`src/rtl/tx_resp_buffer.sv`:
```
// Response byte FIFO between the controller's TX byte strobe and the UART TX synchroniser.
// Bytes leave one at a time: a level request is held until the transmitter's busy rises.
module tx_resp_buffer #(
  parameter int WIDTH       = 8,
  parameter int DEPTH_BITS  = 3,
  parameter int ACK_TIMEOUT = 64,
  parameter int GAP_CYCLES  = 4
) (
  input  logic                clk,
  input  logic                rst,
  input  logic [WIDTH-1:0]    wr_data,
  input  logic                wr_valid,
  input  logic                busy_sync,
  output logic [WIDTH-1:0]    tx_data,
  output logic                tx_valid,
  output logic                full,
  output logic                empty,
  output logic [DEPTH_BITS:0] count,
  output logic                overflow,
  output logic                ack_err
);
  localparam int DEPTH = 1 << DEPTH_BITS;
  localparam int TMAX  = (ACK_TIMEOUT > GAP_CYCLES) ? ACK_TIMEOUT : GAP_CYCLES;
  localparam int TW    = (TMAX > 1) ? $clog2(TMAX) : 1;
  localparam logic [TW-1:0] ACK_LAST = TW'(ACK_TIMEOUT - 1);
  localparam logic [TW-1:0] GAP_LAST = TW'((GAP_CYCLES > 0) ? GAP_CYCLES - 1 : 0);
  localparam logic [DEPTH_BITS:0] DEPTH_CNT = {1'b1, {DEPTH_BITS{1'b0}}};

  typedef enum logic [1:0] {IDLE, SEND, WAIT_DONE, GAP} state_t;

  state_t                state_reg, state_next;
  logic [TW-1:0]         timer_reg, timer_next;
  logic [WIDTH-1:0]      mem [DEPTH];
  logic [DEPTH_BITS-1:0] wr_ptr_reg, rd_ptr_reg;
  logic [DEPTH_BITS:0]   count_reg;
  logic [WIDTH-1:0]      tx_data_reg;
  logic                  tx_valid_reg, tx_valid_next;
  logic                  overflow_reg, ack_err_reg;
  logic                  launch, pop, timeout, wr_accept, wr_drop;

  assign full      = (count_reg == DEPTH_CNT);
  assign empty     = (count_reg == '0);
  // A pop in the same cycle frees a slot, so a write at full is still accepted.
  assign wr_accept = wr_valid && (!full || pop);
  assign wr_drop   = wr_valid && full && !pop;

  assign tx_data  = tx_data_reg;
  assign tx_valid = tx_valid_reg;
  assign count    = count_reg;
  assign overflow = overflow_reg;
  assign ack_err  = ack_err_reg;

  always_comb begin
    state_next    = state_reg;
    timer_next    = timer_reg;
    tx_valid_next = tx_valid_reg;
    launch        = 1'b0;
    pop           = 1'b0;
    timeout       = 1'b0;
    case (state_reg)
      IDLE: begin
        tx_valid_next = 1'b0;
        if (!empty && !busy_sync) begin
          state_next    = SEND;
          launch        = 1'b1;
          tx_valid_next = 1'b1;
          timer_next    = '0;
        end
      end
      SEND: begin
        if (busy_sync) begin
          pop           = 1'b1;
          tx_valid_next = 1'b0;
          state_next    = WAIT_DONE;
        end else if (timer_reg == ACK_LAST) begin
          // Give up on this attempt; the head stays in place and is relaunched.
          timeout       = 1'b1;
          tx_valid_next = 1'b0;
          state_next    = IDLE;
        end else begin
          timer_next = timer_reg + 1'b1;
        end
      end
      WAIT_DONE: begin
        if (!busy_sync) begin
          timer_next = '0;
          state_next = (GAP_CYCLES == 0) ? IDLE : GAP;
        end
      end
      GAP: begin
        if (timer_reg == GAP_LAST) state_next = IDLE;
        else                       timer_next = timer_reg + 1'b1;
      end
      default: state_next = IDLE;
    endcase
  end

  always_ff @(posedge clk) begin
    if (rst) begin
      state_reg    <= IDLE;
      timer_reg    <= '0;
      wr_ptr_reg   <= '0;
      rd_ptr_reg   <= '0;
      count_reg    <= '0;
      tx_data_reg  <= '0;
      tx_valid_reg <= 1'b0;
      overflow_reg <= 1'b0;
      ack_err_reg  <= 1'b0;
    end else begin
      state_reg    <= state_next;
      timer_reg    <= timer_next;
      tx_valid_reg <= tx_valid_next;
      if (wr_accept) wr_ptr_reg <= wr_ptr_reg + 1'b1;
      if (pop)       rd_ptr_reg <= rd_ptr_reg + 1'b1;
      count_reg <= count_reg + (DEPTH_BITS+1)'(wr_accept) - (DEPTH_BITS+1)'(pop);
      if (launch)  tx_data_reg  <= mem[rd_ptr_reg];
      if (wr_drop) overflow_reg <= 1'b1;
      if (timeout) ack_err_reg  <= 1'b1;
    end
  end

  always_ff @(posedge clk) begin
    if (wr_accept) mem[wr_ptr_reg] <= wr_data;
  end

endmodule
```
`config.mk`:
```
export PLATFORM = sky130hd
export DESIGN_NAME = tx_resp_buffer
export DESIGN_NICKNAME = d
export VERILOG_FILES = /design/src/rtl/tx_resp_buffer.sv
export SDC_FILE = /design/constraint.sdc
export NUM_CORES = 1
export LEC_CHECK = 0
export BUFFER_PORTS_ARGS = -buffer_cell sky130_fd_sc_hd__buf_2
export CAP_MARGIN = 25
export CORE_MARGIN = 8
export CORE_UTILIZATION = 54
export CTS_BUF_LIST = sky130_fd_sc_hd__clkbuf_8
export DETAILED_ROUTE_END_ITERATION = 8
export GPL_TIMING_DRIVEN = 0
export PLACE_DENSITY = 0.73
export RECOVER_POWER = 50
export SLEW_MARGIN = 20
export SYNTH_ARGS = -nofsm -noshare
export SYNTH_HDL_FRONTEND = slang
export SYNTH_SLANG_ARGS = --single-unit
```
`constraint.sdc`:
```
create_clock -name clk -period 4.53 [get_ports clk]
set_input_delay 0.906 -clock clk [delete_from_list [all_inputs] [get_ports clk]]
set_output_delay 0.906 -clock clk [all_outputs]
set_load 0.02 [all_outputs]
```
==> results.ini <==
[placement]
dpl.cell_count = 390
place_hpwl_um = 4780
gp_congestion = 0.820
dpl_worst_slack_ps = 1520
io_buffers = 28

[clock_tree]
cts.clk_slew.worst_paths_ps = 90
postCtsSetupBuffers = 0
cts_resized = 0
cts_hold_buf = 0
ctsLongestPathBuffers = 2
cts.sinks = 93
cts_inserted_buffers = 9
cts_tree = done
insertion_delay_ps = 360
clock-root-buffer = clkbuf_8
cts_htree_levels = 3

[routing]
drt-pass1-iter-count = 4
routedWlPerCell_um = 17.2
vias_per_cell = 5.55
antenna_left = 0
routed_wl_um = 6960
num_vias = 2254
drt_iter0_markers = 110
drc = 0

[synth]
ys_seq_area_share_pct = 64.9
ys_top_cells_by_area = edfxtp_1, dfxtp_1, mux4_2, ha_1, mux2i_1
async_flop_share_pct = 0
synth.most_common_cell = edfxtp_1
yosys_warnings = 0
synth_common_cells = edfxtp_1, dfxtp_1
synth_edf_count = 64
syn_avg_cell_area_sq_um = 14.7
synth.ff_latch_count = 93
synthCells = 262
netlist_area_sq_mm = 0.00386
synth_flop_cell = edfxtp_1
syn_nets = 283
synth_top_cell_by_area = edfxtp_1
synth_cell_types = 49
synth.top_cell.area_share_pct = 49.8

[finish]
utilization_pct = 60.7
area_growth_pct = 11.7
antenna_cells = 0
fin_cells = 406
layout.nets = 323
drive_gt1_share_pct = 19.9
nFillCells = 566
largest_register_ffs = 64

[hold_path]
whs_endpoint = ack_err
whs_path_depth = 2
hold_path.startpoint = ack_err
hold_path.class = register to register

[global_route]
grt_start_max_net_pins = 18
grt_pass1_wl_um = 11200
grt.overflow.total = 0
grtUsageTotal_pct = 15.0
grt_pass1_vias = 2273
grt_antenna_before_repair = 0

[sta]
finClkSkew_ps = 10.1
finalWorstSetupSlack_ps = 1350
relSlewSlack_pct = 32.4
layout_min_cycle_time_ps = 3180
final-max-slew-violation-count = 0
setup_viol = 0
fin_setup_tns_ps = 0
tightest_slew_ps = 1000
finalHoldViolations = 0
fin_crit_sh_pct = 70.1
rsz0062_at_grt = false
max_freq_mhz = 315

[critical_path]
crit_arrival_ps = 3160
worst_r2r_path_depth = 5
worst_ep_required_time_ps = 4510
r2r_start = state_reg[0]
crit_chain = buf_2, and3b_1, clkbuf_1, o21ai_0, or2_2, nor2_1
cpPeakStageDelay_ps = 660
worst-path-max-fanout = 8
critPathCaptureType = register
reg2reg_to = mem[7][3]
cp_slowest_cell = nor2_1
startpoint_type = input pin
path_class = input pin to register
rrSetupSlack_ps = 1640

[outcome]
status = complete, no violations

[power]
total_power_uw = 2000
power.density_mw_per_mm2 = 465
p_leak_uw = 0.00143
ir_worst_vdd_v = 0.000211

[floorplanning]
core_region_area_sq_mm = 0.00710
fp.dieH_um = 101
die_x_um = 101
initial_utilization_pct = 54.3
die_area_sq_mm = 0.0101
core.rowCount = 31
io_pins = 29

[job]
max_cap_viol_count = 0

## cell usage in the layout, fill, tap and decap left out, drive strengths merged, types with 5 or more instances in the layout
| cell | netlist | routed |
|---|---|---|
| a21oi | 16 | 16 |
| buf | 9 | 17 |
| clkbuf | 5 | 36 |
| dfxtp | 29 | 29 |
| edfxtp | 64 | 64 |
| ha | 8 | 8 |
| inv | 8 | 9 |
| mux2i | 10 | 10 |
| mux4 | 16 | 16 |
| nand2 | 9 | 9 |
| nand3 | 5 | 5 |
| nor2 | 16 | 16 |
| nor3 | 6 | 6 |
| o21ai | 17 | 17 |
## cell type report
| cell class | count | area, sq um | area share (%) |
|---|---|---|---|
| Tap cell | 99 | 124 | 2.87 |
| Timing Repair Buffer | 29 | 124 | 2.87 |
| Buffer | 14 | 73.8 | 1.71 |
| Clock buffer | 10 | 138 | 3.19 |
| Clock inverter | 6 | 57.6 | 1.34 |
| Multi-Input combinational cell | 147 | 1260 | 29.3 |
| Sequential cell | 93 | 2500 | 58.1 |
| Inverter | 8 | 30.0 | 0.697 |
## per-stage QoR
stage	cell area [sq um]	hold slack [ps]
after floorplan	3860	475
after global placement	4120	444
after detailed placement	4160	456
after CTS	4350	480
after global routing	4310	537
final	4310	473
## report_power, final
| part | leakage (uW) | switching, uW | internal [uW] |
|---|---|---|---|
| clock | 0.0000919 | 295 | 223 |
| sequential | 0.000818 | 44.0 | 994 |
| combinational | 0.000517 | 275 | 174 |
## logic make-up after synthesis
group           after synthesis  share of synthesized area [%]
flops                        93                           64.9
simple gates                 58                           7.95
compound gates               48                           8.04
mux                          26                           11.9
buf+inv                      22                           2.72
fa+ha+maj                     9                           3.11
xor+xnor                      6                           1.36
## worst max-delay path, delay by kind of cell
kind                   cells  cell delay, ps
buffers and inverters      2             510
AO/OA/AOI/OAI              1             450
AND/OR/NAND/NOR            3            1300
## how the worst max path moves through the flow
| stage | start | cells past startpoint | to | slack [ps] |
|---|---|---|---|---|
| 3_3_place_gp | busy_sync | 5 | mem[0][4] | 1120 |
| 3_5_place_dp | busy_sync | 6 | mem[5][5] | 1520 |
| 2_1_floorplan | busy_sync | 5 | mem[4][0] | 1910 |
| 4_1_cts | count[2] | 4 | empty | 1910 |
| 5_1_grt | busy_sync | 6 | mem[5][3] | 1150 |
| 6_report | busy_sync | 6 | mem[7][3] | 1350 |
## per-layer routing
layer / routed length [um] / GRT usage (%) / share of wire (%) / vias up
met1: 3060 / 17.3 / 44 / 1113
met3: 291 / 3.80 / 4.2 / 12
met4: 134 / 7.56 / 1.9 / 0
met2: 3470 / 25.3 / 50 / 43
li1: - / - / - / 1086
met5: 0 / 0 / 0 / -
Note: power is estimated with default switching activity, not from simulation.
